$ cat config.mk
export PLATFORM = sky130hd
export DESIGN_NAME = serv_rf_dbg_arb
export DESIGN_NICKNAME = d
export VERILOG_FILES = /design/src/rtl/serv_rf_dbg_arb.sv
export SDC_FILE = /design/constraint.sdc
export NUM_CORES = 1
export LEC_CHECK = 0
export ABC_AREA = 1
export BUFFER_PORTS_ARGS = -buffer_cell sky130_fd_sc_hd__buf_2
export CORE_AREA = 5 5 104 106
export CTS_BUF_LIST = sky130_fd_sc_hd__clkbuf_2 sky130_fd_sc_hd__clkbuf_4 sky130_fd_sc_hd__clkbuf_8
export DETAILED_ROUTE_END_ITERATION = 8
export DIE_AREA = 0 0 109 111
export MAX_ROUTING_LAYER = met4
export PLACE_DENSITY = 0.75
export SYNTH_ARGS = -nofsm -noshare
export SYNTH_HDL_FRONTEND = slang
export SYNTH_SLANG_ARGS = --single-unit
export TNS_END_PERCENT = 20
$ cat constraint.sdc
create_clock -name clk -period 4.68 [get_ports clk]
set_input_delay 0.936 -clock clk [delete_from_list [all_inputs] [get_ports clk]]
set_output_delay 0.936 -clock clk [all_outputs]
set_load 0.005 [all_outputs]
$ cat src/rtl/serv_rf_dbg_arb.sv
// serv_rf_dbg_arb: shares the serv RF RAM between the core and a debug host.
// Optional macro RF_DBG_ARB_ERR_EN adds o_dbg_err for rejected accesses.
module serv_rf_dbg_arb #(
  parameter int RF_WIDTH = 2,
  parameter int CSR_REGS = 4,
  parameter int RF_L2D   =
    $clog2((32 + CSR_REGS) * (32 / RF_WIDTH))
) (
  input  logic                clk,
  input  logic                i_rst_n,
  input  logic                i_core_rreq,
  input  logic                i_core_wreq,
  output logic                o_ifc_rreq,
  output logic                o_ifc_wreq,
  input  logic [RF_L2D-1:0]   i_ifc_waddr,
  input  logic [RF_WIDTH-1:0] i_ifc_wdata,
  input  logic                i_ifc_wen,
  input  logic [RF_L2D-1:0]   i_ifc_raddr,
  output logic [RF_L2D-1:0]   o_ram_waddr,
  output logic [RF_WIDTH-1:0] o_ram_wdata,
  output logic                o_ram_wen,
  output logic [RF_L2D-1:0]   o_ram_raddr,
  input  logic [RF_WIDTH-1:0] i_ram_rdata,
  output logic                o_halt_req,
  input  logic                i_halt_ack,
  input  logic                i_dbg_req,
  input  logic                i_dbg_we,
  input  logic [5:0]          i_dbg_reg,
  input  logic [31:0]         i_dbg_wdat,
  output logic [31:0]         o_dbg_rdt,
`ifdef RF_DBG_ARB_ERR_EN
  output logic                o_dbg_err,
`endif
  output logic                o_dbg_ack
);

  localparam int N      = 32 / RF_WIDTH;
  localparam int LN     = $clog2(N);
  localparam int BW     = LN + 1;
  localparam int MAXREG = 31 + CSR_REGS;

  typedef enum logic [2:0] {
    S_IDLE,
    S_HALT,
    S_WR,
    S_RD,
    S_DONE
  } state_e;

  state_e          state_q, state_d;
  logic [BW-1:0]   beat_q, beat_d;
  logic [5:0]      reg_q, reg_d;
  logic [31:0]     wdat_q, wdat_d;
  logic [31:0]     rdt_q, rdt_d;
  logic            pend_r_q, pend_r_d;
  logic            pend_w_q, pend_w_d;
  logic            post_q, post_d;
  logic [RF_L2D-1:0] dbg_addr;
  logic            bad;
`ifdef RF_DBG_ARB_ERR_EN
  logic            err_q, err_d;
`endif

  assign dbg_addr = (RF_L2D'(reg_q) << LN)
                  + RF_L2D'(beat_q);

  assign bad = (int'(i_dbg_reg) > MAXREG)
            || (i_dbg_we && (i_dbg_reg == 6'd0));

  assign o_halt_req = (state_q == S_HALT)
                   || (state_q == S_WR)
                   || (state_q == S_RD);
  assign o_dbg_ack  = (state_q == S_DONE);
  assign o_dbg_rdt  = rdt_q;
`ifdef RF_DBG_ARB_ERR_EN
  assign o_dbg_err  = o_dbg_ack & err_q;
`endif

  // State, beat counter, captured request and replay flags
  always_ff @(posedge clk or negedge i_rst_n) begin
    if (!i_rst_n) begin
      state_q  <= S_IDLE;
      beat_q   <= '0;
      reg_q    <= '0;
      wdat_q   <= '0;
      rdt_q    <= '0;
      pend_r_q <= 1'b0;
      pend_w_q <= 1'b0;
      post_q   <= 1'b0;
`ifdef RF_DBG_ARB_ERR_EN
      err_q    <= 1'b0;
`endif
    end else begin
      state_q  <= state_d;
      beat_q   <= beat_d;
      reg_q    <= reg_d;
      wdat_q   <= wdat_d;
      rdt_q    <= rdt_d;
      pend_r_q <= pend_r_d;
      pend_w_q <= pend_w_d;
      post_q   <= post_d;
`ifdef RF_DBG_ARB_ERR_EN
      err_q    <= err_d;
`endif
    end
  end

  // Next state, RAM mux and core request hold-off/replay
  always_comb begin
    state_d     = state_q;
    beat_d      = beat_q;
    reg_d       = reg_q;
    wdat_d      = wdat_q;
    rdt_d       = rdt_q;
    pend_r_d    = pend_r_q | i_core_rreq;
    pend_w_d    = pend_w_q | i_core_wreq;
    post_d      = 1'b0;
`ifdef RF_DBG_ARB_ERR_EN
    err_d       = err_q;
`endif
    o_ifc_rreq  = 1'b0;
    o_ifc_wreq  = 1'b0;
    o_ram_waddr = i_ifc_waddr;
    o_ram_wdata = i_ifc_wdata;
    o_ram_wen   = i_ifc_wen;
    o_ram_raddr = i_ifc_raddr;
    unique case (state_q)
      S_IDLE: begin
        o_ifc_rreq = i_core_rreq | pend_r_q;
        o_ifc_wreq = i_core_wreq | pend_w_q;
        pend_r_d   = 1'b0;
        pend_w_d   = 1'b0;
        if (i_dbg_req && !post_q)
          state_d = S_HALT;
      end
      S_HALT: begin
        if (i_halt_ack) begin
          rdt_d  = '0;
          beat_d = '0;
          if (bad) begin
            state_d = S_DONE;
`ifdef RF_DBG_ARB_ERR_EN
            err_d   = 1'b1;
`endif
          end else begin
            reg_d   = i_dbg_reg;
            wdat_d  = i_dbg_wdat;
            state_d = i_dbg_we ? S_WR : S_RD;
`ifdef RF_DBG_ARB_ERR_EN
            err_d   = 1'b0;
`endif
          end
        end
      end
      S_WR: begin
        o_ram_waddr = dbg_addr;
        o_ram_raddr = dbg_addr;
        o_ram_wen   = 1'b1;
        o_ram_wdata =
          wdat_q[int'(beat_q)*RF_WIDTH +: RF_WIDTH];
        beat_d = beat_q + BW'(1);
        if (beat_q == BW'(N - 1))
          state_d = S_DONE;
      end
      S_RD: begin
        o_ram_waddr = dbg_addr;
        o_ram_raddr = dbg_addr;
        o_ram_wen   = 1'b0;
        o_ram_wdata = '0;
        if (beat_q != '0)
          rdt_d[(int'(beat_q)-1)*RF_WIDTH +: RF_WIDTH] =
            i_ram_rdata;
        if (beat_q == BW'(N))
          state_d = S_DONE;
        else
          beat_d = beat_q + BW'(1);
      end
      S_DONE: begin
        o_ram_waddr = dbg_addr;
        o_ram_raddr = dbg_addr;
        o_ram_wen   = 1'b0;
        o_ram_wdata = '0;
        post_d      = 1'b1;
        state_d     = S_IDLE;
      end
      default: state_d = S_IDLE;
    endcase
  end

endmodule
==> results of run 1 <==
-- Yosys cell counts, types with 3 or more instances --
| master | number | area [µm²] |
|---|---|---|
| sky130_fd_sc_hd__mux2_1 | 10 | 113 |
| sky130_fd_sc_hd__inv_2 | 8 | 30.0 |
| sky130_fd_sc_hd__clkbuf_1 | 9 | 33.8 |
| sky130_fd_sc_hd__nor3_1 | 11 | 55.1 |
| sky130_fd_sc_hd__nand4_1 | 8 | 50.1 |
| sky130_fd_sc_hd__ha_1 | 14 | 175 |
| sky130_fd_sc_hd__nor2_2 | 7 | 43.8 |
| sky130_fd_sc_hd__o22ai_1 | 7 | 43.8 |
| sky130_fd_sc_hd__o211ai_1 | 4 | 30.0 |
| sky130_fd_sc_hd__nand3_1 | 40 | 200 |
| sky130_fd_sc_hd__nor2_1 | 60 | 225 |
| sky130_fd_sc_hd__inv_1 | 72 | 270 |
| sky130_fd_sc_hd__dfrtp_1 | 81 | 2030 |
| sky130_fd_sc_hd__nand2_1 | 173 | 649 |
| sky130_fd_sc_hd__buf_6 | 4 | 45.0 |
| sky130_fd_sc_hd__nand2_2 | 5 | 31.3 |
| sky130_fd_sc_hd__o21ai_0 | 52 | 260 |
| sky130_fd_sc_hd__buf_2 | 3 | 15.0 |
| sky130_fd_sc_hd__mux2_2 | 23 | 259 |
| sky130_fd_sc_hd__a21oi_1 | 11 | 55.1 |
-- power breakdown --
group          switching [µW]  leakage [µW]  internal, µW
Clock                     260     0.0000981           257
Sequential                142       0.00104           906
Combinational            1160       0.00194           675
Total                    1570       0.00308          1840
-- area by class of cell --
cell class | instances | area (µm²) | share of cell area
clock inverters | 5 | 56.3 | 0.00997
clock buffers | 10 | 138 | 0.0244
well taps | 133 | 166 | 0.0295
flip-flops and latches | 81 | 2030 | 0.359
inverters | 80 | 300 | 0.0532
multi-input cells | 440 | 2310 | 0.409
repair buffers | 129 | 651 | 0.115
-- sequential cells by signal, indices dropped and copies added (netlist names) --
| register | flops |
|---|---|
| wdat_q | 32 |
| pend_r_q | 1 |
| beat_q | 5 |
| o_dbg_rdt | 32 |
| post_q | 1 |
| reg_q | 6 |
| state_q | 3 |
| pend_w_q | 1 |
-- metrics by stage --
stage | hold WS, ns | util | instance area, µm² | power [µW]
after CTS | 0.474 | 0.583 | 5650 | 3410
after global placement | 0.450 | 0.563 | 5450 | 2820
final | 0.469 | 0.583 | 5650 | 3400
after floorplan | 0.457 | - | 4740 | 2400
after global routing | 0.491 | 0.583 | 5650 | 3700
after detailed placement | 0.456 | 0.563 | 5450 | 2880
-- worst max-delay path, cell delays in order, from the launching register on --
cell and delay (ns):
sky130_fd_sc_hd__dfrtp_1 0.64, sky130_fd_sc_hd__inv_1 0.26, sky130_fd_sc_hd__ha_1 0.39, sky130_fd_sc_hd__nand2_1 0.11, sky130_fd_sc_hd__nor2_1 0.12, sky130_fd_sc_hd__nand3_1 0.08
sky130_fd_sc_hd__nor2_1 0.22, sky130_fd_sc_hd__ha_1 0.31, sky130_fd_sc_hd__inv_2 0.15, sky130_fd_sc_hd__nand2_1 0.08, sky130_fd_sc_hd__o21ai_1 0.10, sky130_fd_sc_hd__nand3_1 0.09
sky130_fd_sc_hd__nor2_1 0.12, sky130_fd_sc_hd__nand3_1 0.17, sky130_fd_sc_hd__nor2_1 0.29, sky130_fd_sc_hd__nand3_1 0.16, sky130_fd_sc_hd__nand2_1 0.09, sky130_fd_sc_hd__nand2_1 0.07
sky130_fd_sc_hd__nand2_1 0.07, sky130_fd_sc_hd__nand2_1 0.05
-- cells by family after synthesis --
group / Yosys count / share of synthesized area
simple gates: 314 / 0.281
buf+inv: 98 / 0.0863
flops: 81 / 0.428
compound gates: 77 / 0.0858
mux: 33 / 0.0784
fa+ha+maj: 14 / 0.0369
xor+xnor: 2 / 0.00370
-- worst paths after layout --
check                                     startpoint                        end  slack, ns  cells after the start
max reg2reg                    beat_q[1]$_DFFE_PN0P_  o_dbg_rdt[10]$_DFFE_PN0P_       1.01                     19
min in group asynchronous                    i_rst_n         pend_w_q$_DFF_PN0_       0.73                      1
min                        o_dbg_rdt[25]$_DFFE_PN0P_  o_dbg_rdt[25]$_DFFE_PN0P_       0.47                      2
max in group asynchronous                    i_rst_n  o_dbg_rdt[19]$_DFFE_PN0P_       3.28                      1
min reg2reg                o_dbg_rdt[25]$_DFFE_PN0P_  o_dbg_rdt[25]$_DFFE_PN0P_       0.47                      2
max                            beat_q[1]$_DFFE_PN0P_  o_dbg_rdt[10]$_DFFE_PN0P_       1.01                     19
-- routing by layer --
layer,global-route usage,routed length [µm],up-vias
li1,-,-,2234
met1,0.263,5130,2054
met2,0.347,6060,143
met3,0.0524,770,16
met4,0.0539,142,0
met5,-,0,-
==> summary.md, run 1 <==
| Metric | Value |
|---|---|
| Layout Nets | between 800 and 900 |
| Effective utilization at floorplan | 0.490 |
| Number of ports placed on the die boundary | approximately 130 |
| Number of global-route vias before repair | 4,387 |
| Remaining global-route overflow | 0 |
| TritonCTS buffer count | 9 |
| Element type at the critical path start | flop |
| Gp weighted congestion | between 0.8 and 0.9 |
| Final hold viol count | 0 |
| Warnings, synthesis | 0 |
| Number of core rows | 36 |
| Max rail drop VDD | 0.000268 V |
| Root Buffer | sky130_fd_sc_hd__clkbuf_8 |
| Antenna diode count | 0 |
| Final Skew | about 0.012 ns |
| Slew at the pin with the worst max-slew slack | roughly 1.1 ns |
| Power Dens Cells | 603 nW/µm² |
| Synthesized instance count | between 600 and 700 |
| P&R area growth vs syn | 19.1% |
| Final Routed Wirelength | about 12,000 µm |
| Share of synthesized flip-flops with an asynchronous set or reset | 1.00 |
| F_max | 273 MHz |
| First-pass iteration count of the detailed router | 5 |
| Clk Latency, worst-skew pair | 0.36 ns |
| Final slew viol count | 0 |
| Clock period minus final worst setup slack | roughly 3.7 ns |
| Post-Synthesis Cell Area | roughly 4700 µm² |
| Global-route wire length before repair | between 20,000 and 25,000 µm |
| Fraction of final layout cells sized beyond drive strength 1 | 0.259 |
| Count of antenna-violating nets left after detailed routing | 0 |
| Worst Setup Slack post-DPL | 1.12 ns |
| Cts-stage hold buffer count | 0 |
| Kind of end point of the critical path | flop |
| Flip-flop cell with the highest count after synthesis | sky130_fd_sc_hd__dfrtp_1 |
| Commonest cells after routing, fill and taps aside | sky130_fd_sc_hd__nand2_1, sky130_fd_sc_hd__buf_2, sky130_fd_sc_hd__dfrtp_1 |
| Final Worst Setup Slack | a little over 1 ns |
| Final setup vio count | 0 |
| DIE AREA | between 10,000 and 15,000 µm² |
| HP Class | reg2reg |
| Flip-flop and latch count after synthesis | 81 |
| Final Instance Count excl. Fillers | roughly 900 |
| DRT iter0 DRCs | ~290 |
| CP required | about 4.9 ns |
| Most frequent standard cell in the layout excluding fill and tap cells | sky130_fd_sc_hd__nand2_1 |
| Post-CTS repair timing setup buffer count | 0 |
| Floorplan die height | ~110 µm |
| Largest net degree at the start of global routing | 82 |
| Post-detailed-placement half-perimeter wirelength | ~9000 µm |
| # port buffers | approximately 130 |
| Detailed-route wire length per cell | about 14 µm |
| Worst-path fanout max | 16 |
| Mean instance size in the synthesized netlist | ~7.7 µm² |
| Global-route total usage across every layer | 0.213 |
| Clock buffer depth | 2 |
| Setup repair after global routing missed its margin | false |
| Clock tree from TritonCTS | done |
| Standby leakage power | a little over 0.003 µW |
| X dimension of the die | between 100 and 150 µm |
| Core ar. | just under 10,000 µm² |
| Sequential area share after synthesis | 0.428 |
| H-tree levels | 3 |
| DRC violation count after routing | 0 |
| DP Cell Count | between 800 and 900 |
| Vias per std cell | about 5 |
| Number of nets produced by synthesis | ~700 |
| Max capacitance violation total | 0 |
| Number of enable-type register cells in the synthesized netlist | 0 |
| Endpoint arrival time on the critical path | roughly 4 ns |
| Register clock-pin slew on the reported worst setup and hold paths | roughly 0.080 ns |
| Post-route fraction of the period consumed by the critical path | 0.783 |
| Post-cts repair resize count | 0 |
| Distinct cell type count after synthesis | 30 |
| Max-slew headroom at the worst pin | 0.292 |
| Clock sink total | 81 |
| Class of the most critical setup path | reg2reg |
| Outcome | completed |
| Count of vias placed by the detailed router | between 4,000 and 5,000 |
| Antenna violations before repair | 0 |
| Accumulated negative setup slack | 0 ns |
| Final-layout fill cell count | slightly below 900 |
(Power assumes the default switching activity.)
==> run 2, diff against run 1 <==
--- a/config.mk
+++ b/config.mk
@@ -5,12 +5,12 @@
 export SDC_FILE = /design/constraint.sdc
 export NUM_CORES = 1
 export LEC_CHECK = 0
-export ABC_AREA = 1
+export ABC_AREA = 0
 export BUFFER_PORTS_ARGS = -buffer_cell sky130_fd_sc_hd__buf_2
-export CORE_AREA = 5 5 104 106
+export CORE_AREA = 5 5 105 107
 export CTS_BUF_LIST = sky130_fd_sc_hd__clkbuf_2 sky130_fd_sc_hd__clkbuf_4 sky130_fd_sc_hd__clkbuf_8
 export DETAILED_ROUTE_END_ITERATION = 8
-export DIE_AREA = 0 0 109 111
+export DIE_AREA = 0 0 110 112
 export MAX_ROUTING_LAYER = met4
 export PLACE_DENSITY = 0.75
 export SYNTH_ARGS = -nofsm -noshare
==> constraint.sdc (replaced) <==
create_clock -name clk -period 3.5 [get_ports clk]
set_input_delay 0.7 -clock clk [delete_from_list [all_inputs] [get_ports clk]]
set_output_delay 0.7 -clock clk [all_outputs]
set_load 0.005 [all_outputs]
==> run 2 against run 1 <==
Against the previous run:
- clock power is 27% higher
- sequential power is 50% higher
- maximum frequency is 9.6% higher
- final area is 4.0% higher
- count of clock-buffer cells in the layout is 1 lower
- first-iteration DRC count is 11% lower
- global-route usage is 0.45 points lower
- clock skew hardly changed
- critical endpoint is now o_dbg_rdt[12]$_DFFE_PN0P_
- hold slack better by 0.022 ns
- synthesized cell count is 22% lower
- critical path type unchanged
- core utilization is 0.17 points higher
- non-clock buffer count is 14 higher
==> summary.md, run 2 <==
| Metric | Value |
|---|---|
| Met3 Usage GRT | 0.0383 (-0.0142) |
| Mean instance size in the synthesized netlist | 10.1 µm² (+32%) |
| Critical path cell sequence | inv_1 -> ha_4 -> nor3_1 -> a21oi_1 -> nor2_1 -> o211ai_1 -> ha_1 -> nor4_2 -> nand4b_1 -> buf_4 -> a2111oi_1 -> o21ai_1 -> buf_4 -> or3_1 -> nand3_1 |
| Kind of end point of the critical path | flop |
| GRT busiest layer | met2 |
| Antenna diode count | 0 (unchanged) |
| Final Worst Setup Slack | 0.155 ns (-0.859 ns) |
| Class of the most critical setup path | reg2reg |
| Cell with the biggest individual delay on the critical path | sky130_fd_sc_hd__a2111oi_1 |
| Flip-flop cell with the highest count after synthesis | sky130_fd_sc_hd__dfrtp_1 |
| Final Instance Count excl. Fillers | 745 (-15%) |
| Count of vias placed by the detailed router | 4,226 (-5.0%) |
| Most frequent standard cell in the layout excluding fill and tap cells | sky130_fd_sc_hd__buf_2 |
| Cts-stage hold buffer count | 0 (unchanged) |
| Global-route wire length before repair | 20,100 µm (-1.7%) |
| HP Class | reg2reg |
| Cell types occupying the most area after synthesis | sky130_fd_sc_hd__dfrtp_1, sky130_fd_sc_hd__mux2_2, sky130_fd_sc_hd__nand2_1, sky130_fd_sc_hd__o211ai_1, sky130_fd_sc_hd__mux4_2 |
| Post-route fraction of the period consumed by the critical path | 0.956 (+0.172) |
| Final setup vio count | 0 (unchanged) |
| Final slew viol count | 0 (unchanged) |
| Final hold viol count | 0 (unchanged) |
| Max-slew headroom at the worst pin | 0.322 (+0.0302) |
| Count of antenna-violating nets left after detailed routing | 0 (unchanged) |
| CP required | 3.79 ns (-1.14 ns) |
| Gp weighted congestion | 0.905 (+3.8%) |
| Critical Path Start | beat_q[1]$_DFFE_PN0P_ |
| X dimension of the die | 110 µm (+0.92%) |
| First-pass iteration count of the detailed router | 5 (unchanged) |
| Remaining global-route overflow | 0 (unchanged) |
| # port buffers | 128 (unchanged) |
| DRT iter0 DRCs | 254 (-11%) |
| Number of core rows | 37 (+2.8%) |
| Post-detailed-placement half-perimeter wirelength | 9190 µm (+1.4%) |
| Power Dens Cells | 822 nW/µm² (+36%) |
| DP Cell Count | 728 (-16%) |
| Post-Synthesis Cell Area | 4870 µm² (+2.7%) |
| DP Area | 5660 µm² (+3.7%) |
| Distinct cell type count after synthesis | 57 (+90%) |
| DIE AREA | 12,300 µm² (+1.8%) |
| Final-layout fill cell count | 880 (-1.1%) |
| HP Start | pend_r_q$_DFF_PN0_ |
| Cell family with the largest share of critical-path delay | simple AND/OR/NAND/NOR gates |
| Leading area contributor after synthesis | sky130_fd_sc_hd__dfrtp_1 |
| Final Skew | 0.0121 ns (-0.000338 ns) |
| Vias per std cell | 5.67 (+12%) |
| Standby leakage power | 0.00270 µW (-13%) |
| Number of enable-type register cells in the synthesized netlist | 0 (unchanged) |
| Layout Nets | 688 (-17%) |
| Cell repeated most along the worst path | sky130_fd_sc_hd__buf_4 |
| Most used standard cells in the synthesized netlist | sky130_fd_sc_hd__nand2_1, sky130_fd_sc_hd__dfrtp_1, sky130_fd_sc_hd__o211ai_1, sky130_fd_sc_hd__mux2_2, sky130_fd_sc_hd__nand3_1 |
| Detailed-route wire length per cell | 16.5 µm (+20%) |
| TritonCTS buffer count | 9 (unchanged) |
| Number of nets produced by synthesis | 566 (-19%) |
| Warnings, synthesis | 0 (unchanged) |
| F_max | 299 MHz (+9.6%) |
| Fraction of final layout cells sized beyond drive strength 1 | 0.373 (+0.114) |
| Cell with the most instances after synthesis | sky130_fd_sc_hd__nand2_1 |
| Outcome | completed |
| Register clock-pin slew on the reported worst setup and hold paths | 0.09 ns (about the same) |
| Endpoint arrival time on the critical path | 3.64 ns (-0.27 ns) |
| DRC violation count after routing | 0 (unchanged) |
| Clock buffer depth | 2 (unchanged) |
| Largest net degree at the start of global routing | 82 (unchanged) |
| Clock period minus final worst setup slack | 3.34 ns (-0.321 ns) |
| Worst Setup Slack post-DPL | 0.0815 ns (-1.04 ns) |
| Share of synthesized flip-flops with an asynchronous set or reset | 1.00 (unchanged) |
| Effective utilization at floorplan | 0.485 (-0.00467) |
| Floorplan die height | 112 µm (+0.90%) |
| P&R area growth vs syn | 20.6% |
| Met2 Usage GRT | 0.337 (-0.0103) |
| Clock sink total | 81 (unchanged) |
| Flip-flop and latch count after synthesis | 81 (unchanged) |
| Element type at the critical path start | flop |
| Antenna violations before repair | 0 (unchanged) |
| Synthesized instance count | 482 (-22%) |
| Clock tree from TritonCTS | done |
| Design area | 5870 µm² (+4.0%) |
| Routing usage on met1 | 0.267 (+0.00383) |
| Commonest cells after routing, fill and taps aside | sky130_fd_sc_hd__buf_2, sky130_fd_sc_hd__nand2_1, sky130_fd_sc_hd__dfrtp_1 |
| Worst-path fanout max | 16 (unchanged) |
| Slew at the pin with the worst max-slew slack | 1.02 ns (-0.0452 ns) |
| Worst stage delay on the critical path | 0.38 ns (-0.26 ns) |
| Buffer and inverter count on the worst path | 3 (+1) |
| H-tree levels | 3 (unchanged) |
| Root Buffer | sky130_fd_sc_hd__clkbuf_8 |
| Sequential area share after synthesis | 0.416 (-0.0114) |
| Max capacitance violation total | 0 (unchanged) |
| Final Routed Wirelength | 12,300 µm (+1.7%) |
| Max rail drop VDD | 0.000359 V (+34%) |
| Number of ports placed on the die boundary | 129 (unchanged) |
| Number of global-route vias before repair | 4,190 (-4.5%) |
| Clk Latency, worst-skew pair | 0.36 ns (about the same) |
| Global-route total usage across every layer | 0.208 (-0.00446) |
| Area share of the largest cell type after synthesis | 0.416 (-0.0114) |
| Reg2reg start | beat_q[1]$_DFFE_PN0P_ |
| Core ar. | 10,000 µm² (+3.7%) |
## run 2: cell types whose count changed in the layout (fill, tap and decap cells not counted), sizes merged, moves of 10 or more
cell	previous run	this run
buf	129	143
inv	80	15
mux4	0	10
nand2	178	85
nand3	42	25
nor2	68	17
o211ai	4	41
o21ai	54	9
or3	0	13
## run 2: per-layer routing
layer / vias up / share of wire
li1: 2009 / -
met1: 2079 / 0.43
met2: 125 / 0.51
met3: 13 / 0.051
met4: 0 / 0.012
met5: - / 0
## run 2: power breakdown
part | switching [µW] | total, µW | internal, µW | leakage [µW]
clock | 385 | 656 | 272 | 0.0000929
sequential | 281 | 1570 | 1290 | 0.00104
combinational | 1420 | 2600 | 1180 | 0.00156
## run 2: cell type report
type	count	area [µm²]	area share
Tap cell	136	170	0.0290
Clock inverter	7	58.8	0.0100
Clock buffer	9	124	0.0211
Sequential cell	81	2030	0.345
Multi-Input combinational cell	359	2700	0.459
Timing Repair Buffer	143	759	0.129
Inverter	10	37.5	0.00639
## run 2: worst min-delay path, stage by stage, from the launching register on
cell                      delay (ns)
sky130_fd_sc_hd__dfrtp_1        0.33
sky130_fd_sc_hd__nor2_1         0.05
sky130_fd_sc_hd__nor2_1         0.07
## run 2: repair_timing
action	CTS	global route
setup endpoints to repair	0	24
setup buffers	0	1
gates resized for setup	0	8
## run 2: cell families after synthesis
| kind of cell | after synthesis | synth area share |
|---|---|---|
| AND/OR/NAND/NOR | 191 | 0.200 |
| AO/OA/AOI/OAI | 95 | 0.150 |
| flip-flops | 81 | 0.416 |
| multiplexers | 50 | 0.138 |
| buffers and inverters | 42 | 0.0396 |
| adder cells (fa/ha/maj) | 14 | 0.0360 |
| XOR/XNOR | 9 | 0.0193 |
## run 2: path summary, 6_finish.rpt
path	to	slack, ns	depth (start not counted)
setup reg to reg	o_dbg_rdt[12]$_DFFE_PN0P_	0.16	15
max in group asynchronous	wdat_q[18]$_DFFE_PN0P_	2.34	1
hold / removal	pend_r_q$_DFF_PN0_	0.49	2
setup / recovery	o_dbg_rdt[12]$_DFFE_PN0P_	0.16	15
min in group asynchronous	pend_r_q$_DFF_PN0_	0.52	1
hold reg to reg	pend_r_q$_DFF_PN0_	0.49	2
## run 2: per-stage QoR
stage	hold slack [ns]	power [µW]	util	TNS, ns
after floorplan	0.404	3370	-	0
after global placement	0.461	4030	0.563	0
after detailed placement	0.478	4140	0.563	0
after CTS	0.499	4800	0.581	0
after global routing	0.531	5190	0.585	-0.254
final	0.491	4830	0.585	0
==> run 3, diff against run 2 <==
--- a/config.mk
+++ b/config.mk
@@ -6,13 +6,12 @@
 export NUM_CORES = 1
 export LEC_CHECK = 0
 export ABC_AREA = 0
-export BUFFER_PORTS_ARGS = -buffer_cell sky130_fd_sc_hd__buf_2
 export CORE_AREA = 5 5 105 107
 export CTS_BUF_LIST = sky130_fd_sc_hd__clkbuf_2 sky130_fd_sc_hd__clkbuf_4 sky130_fd_sc_hd__clkbuf_8
 export DETAILED_ROUTE_END_ITERATION = 8
 export DIE_AREA = 0 0 110 112
+export DONT_BUFFER_PORTS = 1
 export MAX_ROUTING_LAYER = met4
-export PLACE_DENSITY = 0.75
 export SYNTH_ARGS = -nofsm -noshare
 export SYNTH_HDL_FRONTEND = slang
 export SYNTH_SLANG_ARGS = --single-unit
==> run 3 against run 2 <==
Against the previous run:
- via count decreased by 12%
- clock power grew 12%
- count of clock-buffer cells in the layout is 1 higher
- routed wire length fell by 5.0%
- core utilization is 5.5 points lower
- critical path depth down 1
- first-iteration DRC count decreased by 20%
- flip-flop and latch count did not move
- register-to-register slack gained 0.04 ns
- final cell count is 17% lower
- combinational power down 10%
- critical path type unchanged
==> summary.md, run 3 (same netlist as run 2, synthesis figures left out) <==
| Metric | Value |
|---|---|
| Final Worst Setup Slack | 0.194 ns (+0.0390 ns) |
| Number of global-route vias before repair | 3,517 (-16%) |
| Final Instance Count excl. Fillers | 621 (-17%) |
| # port buffers | 0 (-100%) |
| P&R area growth vs syn | 9.35% |
| Number of ports placed on the die boundary | 129 (unchanged) |
| Clk Latency, worst-skew pair | 0.35 ns (about the same) |
| Worst Setup Slack post-DPL | 0.151 ns (+0.0696 ns) |
| Endpoint arrival time on the critical path | 3.60 ns (-0.04 ns) |
| Commonest cells after routing, fill and taps aside | sky130_fd_sc_hd__nand2_1, sky130_fd_sc_hd__dfrtp_1, sky130_fd_sc_hd__o211ai_1 |
| DP Cell Count | 602 (-17%) |
| Remaining global-route overflow | 0 (unchanged) |
| Outcome | completed |
| Setup slack on the worst flop-to-flop path | 0.19 ns (+0.04 ns) |
| Max capacitance violation total | 0 (unchanged) |
| Detailed-route wire length per cell | 18.8 µm (+14%) |
| Worst stage delay on the critical path | 0.45 ns (+0.07 ns) |
| Element type at the critical path start | flop |
| Accumulated negative setup slack | 0 ns (unchanged) |
| Antenna violations before repair | 0 (unchanged) |
| Effective utilization at floorplan | 0.485 (unchanged) |
| Clock buffer depth | 2 (unchanged) |
| Max-slew headroom at the worst pin | 0.191 (-0.131) |
| Floorplan die height | 112 µm (unchanged) |
| Class of the most critical setup path | reg2reg |
| Antenna diode count | 0 (unchanged) |
| Reg2reg start | beat_q[0]$_DFFE_PN0P_ |
| Stages on worst setup path | 14 (-1) |
| Kind of end point of the critical path | flop |
| DRT iter0 DRCs | 202 (-20%) |
| Max rail drop VDD | 0.000389 V (+8.3%) |
| Cell family with the largest share of critical-path delay | simple AND/OR/NAND/NOR gates |
| Final Skew | 0.00833 ns (-0.00381 ns) |
| Register clock-pin slew on the reported worst setup and hold paths | 0.09 ns (about the same) |
| Slew at the pin with the worst max-slew slack | 1.21 ns (+0.192 ns) |
| Global-route wire length before repair | 18,400 µm (-8.5%) |
| Final Routed Wirelength | 11,700 µm (-5.0%) |
| Critical path cell sequence | inv_2 -> ha_4 -> nor3_2 -> a21oi_2 -> nor2_2 -> o211ai_1 -> ha_1 -> nor4_2 -> nand4b_1 -> a2111oi_2 -> o21ai_1 -> buf_6 -> or3_1 -> nand3_1 |
| Post-layout utilization of the core | 0.530 (-0.0546) |
| Clock tree from TritonCTS | done |
| Buffer and inverter count on the worst path | 2 (-1) |
| Count of vias placed by the detailed router | 3,706 (-12%) |
| Vias per std cell | 5.97 (+5.2%) |
| Number of core rows | 37 (unchanged) |
| DIE AREA | 12,300 µm² (unchanged) |
| Gp weighted congestion | 0.880 (-2.8%) |
| Global-route total usage across every layer | 0.194 (-0.0143) |
| Final slew viol count | 0 (unchanged) |
| Power Dens Cells | 876 nW/µm² (+6.6%) |
| DP Area | 5030 µm² (-11%) |
| Post-detailed-placement half-perimeter wirelength | 8400 µm (-8.7%) |
| Worst-path fanout max | 16 (unchanged) |
| Core ar. | 10,000 µm² (unchanged) |
| Most frequent standard cell in the layout excluding fill and tap cells | sky130_fd_sc_hd__nand2_1 |
| Count of antenna-violating nets left after detailed routing | 0 (unchanged) |
| First-pass iteration count of the detailed router | 5 (unchanged) |
| Clock period minus final worst setup slack | 3.31 ns (-0.0390 ns) |
| TritonCTS buffer count | 9 (unchanged) |
| Clock sink total | 81 (unchanged) |
| Worst r2r path cells | 14 (-1) |
| Cell with the biggest individual delay on the critical path | sky130_fd_sc_hd__a2111oi_2 |
| Final-layout fill cell count | 911 (+3.5%) |
| Standby leakage power | 0.00217 µW (-20%) |
| Post-route fraction of the period consumed by the critical path | 0.944 (-0.0111) |
| Final setup vio count | 0 (unchanged) |
| Critical Path Start | beat_q[0]$_DFFE_PN0P_ |
| F_max | 303 MHz (+1.2%) |
| Layout Nets | 564 (-18%) |
| HP Class | in2async |
| Design area | 5330 µm² (-9.3%) |
| X dimension of the die | 110 µm (unchanged) |
| H-tree levels | 3 (unchanged) |
| CP required | 3.79 ns (about the same) |
| Root Buffer | sky130_fd_sc_hd__clkbuf_8 |
| Largest net degree at the start of global routing | 82 (unchanged) |
| Final hold viol count | 0 (unchanged) |
| DRC violation count after routing | 0 (unchanged) |
| Fraction of final layout cells sized beyond drive strength 1 | 0.219 (-0.154) |
[run 3: through the flow]
step | hold slack, ns | power, µW
2_1_floorplan | 0.404 | 3370
3_3_place_gp | 0.407 | 3810
3_5_place_dp | 0.407 | 3860
4_1_cts | 0.0107 | 4600
5_1_grt | 0.000490 | 5030
6_report | 0.0338 | 4660
[run 3: what timing repair did]
item,CTS,global route
endpoints found under the setup margin,0,24
endpoints found under the hold margin,0,10
setup buffers,0,1
resized for setup,0,16
hold buffers,0,2
[run 3: cell type report]
type | count | area, µm² | share of cell area
clock buffers | 10 | 138 | 0.0258
clock inverters | 6 | 72.6 | 0.0136
inverters | 10 | 37.5 | 0.00705
multi-input cells | 359 | 2720 | 0.511
flip-flops and latches | 81 | 2030 | 0.381
well taps | 136 | 170 | 0.0319
repair buffers | 19 | 159 | 0.0298
[run 3: path summary, 6_finish.rpt]
| check | end |
|---|---|
| worst max-delay path | o_dbg_rdt[2]$_DFFE_PN0P_ |
| worst min-delay path | pend_w_q$_DFF_PN0_ |
| worst max register to register | o_dbg_rdt[2]$_DFFE_PN0P_ |
| worst min register to register | pend_r_q$_DFF_PN0_ |
| max in group asynchronous | wdat_q[1]$_DFFE_PN0P_ |
| min in group clk | wdat_q[14]$_DFFE_PN0P_ |
[run 3: per-layer routing]
| layer | share of wire | GRT usage |
|---|---|---|
| met3 | 0.054 | 0.0481 |
| met4 | 0.010 | 0.0490 |
| met5 | 0 | - |
| met1 | 0.47 | 0.264 |
| met2 | 0.47 | 0.290 |
[run 3: power by group]
part | switching, µW | total [µW] | internal (µW)
registers | 306 | 1600 | 1290
clock network | 375 | 732 | 357
logic | 1330 | 2330 | 1010
